### src/rtl/mem_arb_pkg.sv
// Shared types and width helpers for the round-robin cache-line memory arbiter.
// Optional feature macro: MEM_ARB_CWF_EN (critical-word-first fills), used in mem_line_arbiter.
package mem_arb_pkg;

    typedef enum logic [1:0] {
        ST_IDLE  = 2'd0,
        ST_ISSUE = 2'd1,
        ST_GAP   = 2'd2,
        ST_DONE  = 2'd3
    } arb_state_e;

    function automatic int idx_width(input int words_per_line);
        return $clog2(words_per_line);
    endfunction

    function automatic int port_width(input int num_ports);
        return (num_ports > 1) ? $clog2(num_ports) : 1;
    endfunction

endpackage

### src/rtl/mem_line_arbiter_rr.sv
// Combinational round-robin picker: first requester after the last-granted port wins.
module rr_arbiter
    import mem_arb_pkg::*;
#(
    parameter int NUM_PORTS = 2,
    parameter int PORT_W    = port_width(NUM_PORTS)
) (
    input  logic [NUM_PORTS-1:0] req_i,
    input  logic [PORT_W-1:0]    last_i,
    output logic [NUM_PORTS-1:0] gnt_o,
    output logic [PORT_W-1:0]    idx_o,
    output logic                 any_o
);

    logic [PORT_W-1:0] p;

    always_comb begin
        gnt_o = '0;
        idx_o = '0;
        any_o = 1'b0;
        p     = '0;
        // Scan starts one past the last winner so that port has lowest priority.
        for (int i = 1; i <= NUM_PORTS; i++) begin
            p = PORT_W'((int'(last_i) + i) % NUM_PORTS);
            if (!any_o && req_i[p]) begin
                any_o    = 1'b1;
                gnt_o[p] = 1'b1;
                idx_o    = p;
            end
        end
    end

endmodule

### src/rtl/mem_line_arbiter.sv
// N-port round-robin scheduler running one full-line burst per grant against word-wide main memory.
// Define MEM_ARB_CWF_EN to start fills at the requested word (critical-word-first).
module mem_line_arbiter
    import mem_arb_pkg::*;
#(
    parameter int NUM_PORTS      = 2,
    parameter int ADDR_SIZE      = 32,
    parameter int WORD_SIZE      = 32,
    parameter int WORDS_PER_LINE = 8
) (
    input  logic                                MEM_CLK,
    input  logic                                RST_N,
    input  logic [NUM_PORTS-1:0]                REQ,
    input  logic [NUM_PORTS-1:0]                REQ_WE,
    input  logic [NUM_PORTS*ADDR_SIZE-1:0]      REQ_ADDR,
    input  logic [NUM_PORTS*WORD_SIZE-1:0]      WR_DATA,
    output logic [NUM_PORTS-1:0]                GNT,
    output logic [$clog2(WORDS_PER_LINE)-1:0]   BEAT_IDX,
    output logic                                XFER_VALID,
    output logic [WORD_SIZE-1:0]                XFER_DATA,
    output logic                                DONE,
    output logic                                MM_RE,
    output logic                                MM_WE,
    output logic [ADDR_SIZE-3:0]                MM_ADDR,
    output logic [WORD_SIZE-1:0]                MM_DIN,
    input  logic [WORD_SIZE-1:0]                MM_DOUT,
    input  logic                                MM_VALID
);

    localparam int IDX_W  = idx_width(WORDS_PER_LINE);
    localparam int PORT_W = port_width(NUM_PORTS);
    localparam int LINE_W = ADDR_SIZE - 2 - IDX_W;
    localparam logic [IDX_W-1:0] LAST_BEAT = IDX_W'(WORDS_PER_LINE - 1);

    arb_state_e           state_q;
    logic [NUM_PORTS-1:0] gnt_q;
    logic [PORT_W-1:0]    port_q;
    logic [PORT_W-1:0]    last_q;
    logic                 we_q;
    logic                 re_q;
    logic                 wr_q;
    logic                 done_q;
    logic [LINE_W-1:0]    line_q;
    logic [IDX_W-1:0]     idx_q;
    logic [IDX_W-1:0]     cnt_q;

    logic [NUM_PORTS-1:0] arb_gnt;
    logic [PORT_W-1:0]    arb_idx;
    logic                 arb_any;

    rr_arbiter #(
        .NUM_PORTS (NUM_PORTS),
        .PORT_W    (PORT_W)
    ) u_rr (
        .req_i  (REQ),
        .last_i (last_q),
        .gnt_o  (arb_gnt),
        .idx_o  (arb_idx),
        .any_o  (arb_any)
    );

    logic                 sel_we;
    logic [ADDR_SIZE-1:0] sel_addr;
    logic [IDX_W-1:0]     start_idx;
    logic [WORD_SIZE-1:0] wr_word;
    logic                 xfer;
    logic                 unused_addr_bits;

    assign sel_we   = REQ_WE[arb_idx];
    assign sel_addr = REQ_ADDR[arb_idx*ADDR_SIZE +: ADDR_SIZE];
    assign wr_word  = WR_DATA[port_q*WORD_SIZE +: WORD_SIZE];

`ifdef MEM_ARB_CWF_EN
    assign start_idx = sel_we ? '0 : sel_addr[IDX_W+1:2];
`else
    assign start_idx = '0;
`endif
    // Byte offset and (without CWF) word offset never reach main memory.
    assign unused_addr_bits = ^sel_addr[IDX_W+1:0];

    always_ff @(posedge MEM_CLK or negedge RST_N) begin
        if (!RST_N) begin
            state_q <= ST_IDLE;
            gnt_q   <= '0;
            port_q  <= '0;
            last_q  <= PORT_W'(NUM_PORTS - 1);
            we_q    <= 1'b0;
            re_q    <= 1'b0;
            wr_q    <= 1'b0;
            done_q  <= 1'b0;
            line_q  <= '0;
            idx_q   <= '0;
            cnt_q   <= '0;
        end else begin
            done_q <= 1'b0;
            case (state_q)
                ST_IDLE: begin
                    if (arb_any) begin
                        gnt_q   <= arb_gnt;
                        port_q  <= arb_idx;
                        we_q    <= sel_we;
                        line_q  <= sel_addr[ADDR_SIZE-1:IDX_W+2];
                        idx_q   <= start_idx;
                        cnt_q   <= '0;
                        re_q    <= ~sel_we;
                        wr_q    <= sel_we;
                        state_q <= ST_ISSUE;
                    end
                end
                ST_ISSUE: begin
                    if (MM_VALID) begin
                        re_q <= 1'b0;
                        wr_q <= 1'b0;
                        if (cnt_q == LAST_BEAT) begin
                            done_q  <= 1'b1;
                            gnt_q   <= '0;
                            last_q  <= port_q;
                            state_q <= ST_DONE;
                        end else begin
                            cnt_q   <= cnt_q + 1'b1;
                            idx_q   <= idx_q + 1'b1;
                            state_q <= ST_GAP;
                        end
                    end
                end
                ST_GAP: begin
                    // One strobe-low cycle lets main memory restart its latency count.
                    re_q    <= ~we_q;
                    wr_q    <= we_q;
                    state_q <= ST_ISSUE;
                end
                ST_DONE: begin
                    state_q <= ST_IDLE;
                end
                default: begin
                    state_q <= ST_IDLE;
                end
            endcase
        end
    end

    assign xfer       = (state_q == ST_ISSUE) && MM_VALID;
    assign XFER_VALID = xfer;
    assign XFER_DATA  = (xfer && !we_q) ? MM_DOUT : '0;
    assign GNT        = gnt_q;
    assign BEAT_IDX   = idx_q;
    assign DONE       = done_q;
    assign MM_RE      = re_q;
    assign MM_WE      = wr_q;
    assign MM_ADDR    = {line_q, idx_q};
    assign MM_DIN     = wr_q ? wr_word : '0;

endmodule

### config.mk
export PLATFORM = sky130hd
export DESIGN_NAME = mem_line_arbiter
export DESIGN_NICKNAME = d
export VERILOG_FILES = /design/src/rtl/mem_arb_pkg.sv /design/src/rtl/mem_line_arbiter_rr.sv /design/src/rtl/mem_line_arbiter.sv
export SDC_FILE = /design/constraint.sdc
export NUM_CORES = 1
export LEC_CHECK = 0
export BUFFER_PORTS_ARGS = -buffer_cell sky130_fd_sc_hd__buf_4
export CORE_MARGIN = 10
export CORE_UTILIZATION = 34
export CTS_CLUSTER_SIZE = 28
export DETAILED_ROUTE_END_ITERATION = 7
export PLACE_DENSITY = 0.76
export SYNTH_ARGS = -nofsm -noshare
export SYNTH_HDL_FRONTEND = slang
export SYNTH_SLANG_ARGS = --single-unit
### constraint.sdc
create_clock -name MEM_CLK -period 1.61 [get_ports MEM_CLK]
set_input_delay 0.322 -clock MEM_CLK [delete_from_list [all_inputs] [get_ports MEM_CLK]]
set_output_delay 0.322 -clock MEM_CLK [all_outputs]
set_load 0.02 [all_outputs]
==> results.py <==
metrics = {
    "worst_setup_path": {
        "timing.critical_path.mode_cell": "sky130_fd_sc_hd__and2_4",
        "critical_path_class": "flop to output port",
        "timing_startpoint_of_the_critical_path": "state_q[1]$_DFFE_PN0P_",
        "timing.critical_path.from_type": "flop",
        "critical_path.max_fanout": 8,
        "r2r_depth": 11,
        "worstPathRequired_ns": 1.29,
        "cell_with_the_biggest_individual_delay_on_the_critical_path": "sky130_fd_sc_hd__dfrtp_1",
        "cp_cell_sequence": "inv_2 -> ha_4 -> and2_4 -> and2b_4 -> and2_4 -> buf_6",
        "cp.arrival_ns": 1.56,
        "r2r-start": "state_q[0]$_DFFE_PN0P_",
        "critPathCaptureType": "output port",
        "critical_path.max_stage_delay_ns": 0.39,
    },
    "floorplanning": {
        "die_height_um": 114,
        "row_count": 34,
        "design.core.area_sq_um": 8640,
        "floorplan.initialDensity_pct": 34.5,
        "die_w_um": 114,
        "die_area_sq_um": 12900,
        "num_io_pins": 270,
    },
    "route": {
        "routedWlPerCell_um": 20.6,
        "routed_wl_um": 14800,
        "drt_iter0_drc": 191,
        "viasPerCell": 4.88,
        "detailedRoute.firstPassIterationCount": 4,
        "dr_total_vias": 3501,
        "drt_drc_violations_left": 0,
        "route.antenna.remaining_nets": 0,
    },
    "place": {
        "placement.setup.worst_slack_ns": -0.278,
        "gp_routability_congestion": 0.840,
        "placed_cell_area_sq_um": 5270,
        "port_buffers": 259,
        "place.detailed.instances": 680,
        "detailed_place_hpwl_um": 11000,
    },
    "sta": {
        "worst_slack_setup_final_ns": -0.275,
        "min_period_ns": 1.88,
        "timing.final.setup_violations": 106,
        "timing.hold.ws_ns": 0.0291,
        "max_freq_mhz": 531,
        "timing.final.crit_share_pct": 117,
        "totalNegativeSetupSlack_ns": -18.07,
        "slew-limit-headroom_pct": 62.9,
        "report.final.slew_viol_count": 0,
        "fin_skew_ns": 0.00523,
        "timing.final.hold_violations": 0,
        "timing_worst_slew_pin_value_ns": 0.557,
        "grt_setup_unrepaired": "yes",
    },
    "outcome": {
        "run_status": "complete, but fails checks",
        "failed_checks": "negative setup slack",
    },
    "synthesis": {
        "synthesis.area_per_instance_sq_um": 9.47,
        "yosysWarningCount": 0,
        "synth_top_area_share_pct": 35.2,
        "dominant_cell_type_by_area_after_synthesis": "sky130_fd_sc_hd__dfrtp_1",
        "register_bit_count_reported_by_yosys": 43,
        "number_of_enable_flip_flop_cells_after_synthesis": 0,
        "synthTopCellsByArea": "sky130_fd_sc_hd__dfrtp_1 (35%), sky130_fd_sc_hd__mux2i_1 (21%), sky130_fd_sc_hd__nor2b_1 (7.6%)",
        "synthXorXnorAreaFrac_pct": 0,
        "synth_nets": 492,
        "yosys_most_used_dff": "sky130_fd_sc_hd__dfrtp_1",
        "synth_top_family_by_area": "simple AND/OR/NAND/NOR gates",
        "netlist_area_sq_um": 2980,
        "synth-adder-area-share_pct": 4.19,
        "synth_compound_gate_area_share_pct": 9.40,
        "share_of_synthesized_area_occupied_by_flip_flops_and_latches_pct": 36.1,
        "postSynth.asyncResetShare_pct": 100,
        "yosysUniqueCellTypes": 34,
        "post_synth_inst_count": 315,
        "synth_mux_area_share_pct": 22.3,
        "yosys.area_share.simple_pct": 23.0,
    },
    "cells_and_area": {
        "design.final.nets": 785,
        "layout.cell_area.non_filler_sq_um": 6080,
        "finalNonFillerCells": 718,
        "drive_gt1_share_pct": 62.7,
        "area_growth_syn_to_layout_pct": 104,
        "mostFrequentLayoutCells": "sky130_fd_sc_hd__buf_4 (246), sky130_fd_sc_hd__mux2i_1 (57), sky130_fd_sc_hd__buf_6 (44), sky130_fd_sc_hd__dfrtp_1 (40), sky130_fd_sc_hd__nor2b_1 (35)",
        "leading_cell_type_in_the_layout_fill_and_taps_excluded": "sky130_fd_sc_hd__buf_4",
    },
    "min_path": {
        "min_delay_worst_type": "input port to async pin",
    },
    "power_and_ir_drop": {
        "power.density_nw_per_um2": 1600,
        "power_leakage_uw": 0.00317,
        "max-vdd-ir-drop_mv": 0.819,
    },
    "clocking": {
        "worst_skew_pair.late_latency_ns": 0.28,
        "cts_htree_levels": 2,
        "clock-root-buffer": "sky130_fd_sc_hd__clkbuf_8",
        "path_clk_slew_ns": 0.08,
        "clockBufferDepth": 2,
        "cts_tree": "yes",
        "cts_inserted_buffers": 5,
        "cts_sink_cnt": 43,
        "cts_hold_buffers": 0,
    },
    "grt": {
        "grt_pass1_vias": 3701,
        "maximum_number_of_pins_on_one_net_before_global_route_repair": 44,
        "grt_pass1_wl_um": 20800,
        "antenna_found_initial": 1,
        "gr-total-overflow": 0,
        "grt_util_all_layers_pct": 19.9,
    },
    "run": {
        "max_cap_viol_count": 0,
    },
}
state kept, by name (all words and copies together), names as in the netlist:
name      count
we_q          1
cnt_q         3
MM_WE         1
MM_RE         1
last_q        1
line_q       27
state_q       2
port_q        1
DONE          1
BEAT_IDX      3
GNT           2
final cells by class:
type                            instances  area [sq um]
Antenna cell                            1          2.50
Clock buffer                            8           100
Fill cell                             656          2550
Inverter                                3          13.8
Multi-Input combinational cell        248          2040
Sequential cell                        43          1080
Tap cell                              108           135
Timing Repair Buffer                  307          2720
cells by family after synthesis:
family                   after synthesis
AND/OR/NAND/NOR                      121
flip-flops                            43
multiplexers                          66
adder cells (fa/ha/maj)               10
AO/OA/AOI/OAI                         47
buffers and inverters                 28
report_power, final:
part           switching, uW  leakage (uW)  internal [uW]
clock                    349     0.0000515            392
combinational           3340       0.00258           3740
sequential               360      0.000535           1580
worst max-delay path, delay by kind of cell, from the launching register on:
family,cells,cell delay (ns)
adders and majority gates,1,0.12
buffers and inverters,2,0.20
DFF,1,0.39
and+or+nand+nor,3,0.56
through the flow:
step | total power (uW) | utilization (%)
after detailed placement | 7360 | 61.0
after global placement | 7200 | 61.0
after floorplan | 5020 | -
final | 9760 | 70.5
after CTS | 9060 | 67.2
after global routing | 10400 | 70.5
timing repair:
action / in CTS / in global routing
cloned: 6 / 12
resized for setup: 74 / 34
pin swaps: 32 / 25
buffers inserted: 10 / 4
setup endpoints to repair: 77 / 105
endpoints found under the hold margin: 0 / 0
final timing paths:
check | to | slack, ns
min in group MEM_CLK | line_q[2]$_DFFE_PN0P_ | 0.31
max | XFER_DATA[21] | -0.27
max reg2reg | line_q[13]$_DFFE_PN0P_ | -0.23
min reg2reg | line_q[14]$_DFFE_PN0P_ | 0.48
max in group asynchronous | state_q[0]$_DFFE_PN0P_ | 1.17
min | line_q[8]$_DFFE_PN0P_ | 0.03
routing by layer:
layer	track usage, %	up-vias	wire, um
li1	-	1667	-
met4	4.23	0	223
met2	38.3	138	8090
met1	20.5	1682	5220
met5	0	-	0
met3	5.98	14	1250
synthesized netlist by cell type, drive strengths merged, types with 2 or more instances:
cell,n
a211o,2
a22o,2
and2,33
buf,16
clkbuf,9
dfrtp,42
ha,10
inv,3
mux2,3
mux2i,63
nand2,33
nand3,4
nand4b,2
nor2b,36
nor3b,2
nor4,2
o211ai,5
o21ai,34
or4,2
Note: power is estimated with default switching activity, not from simulation.
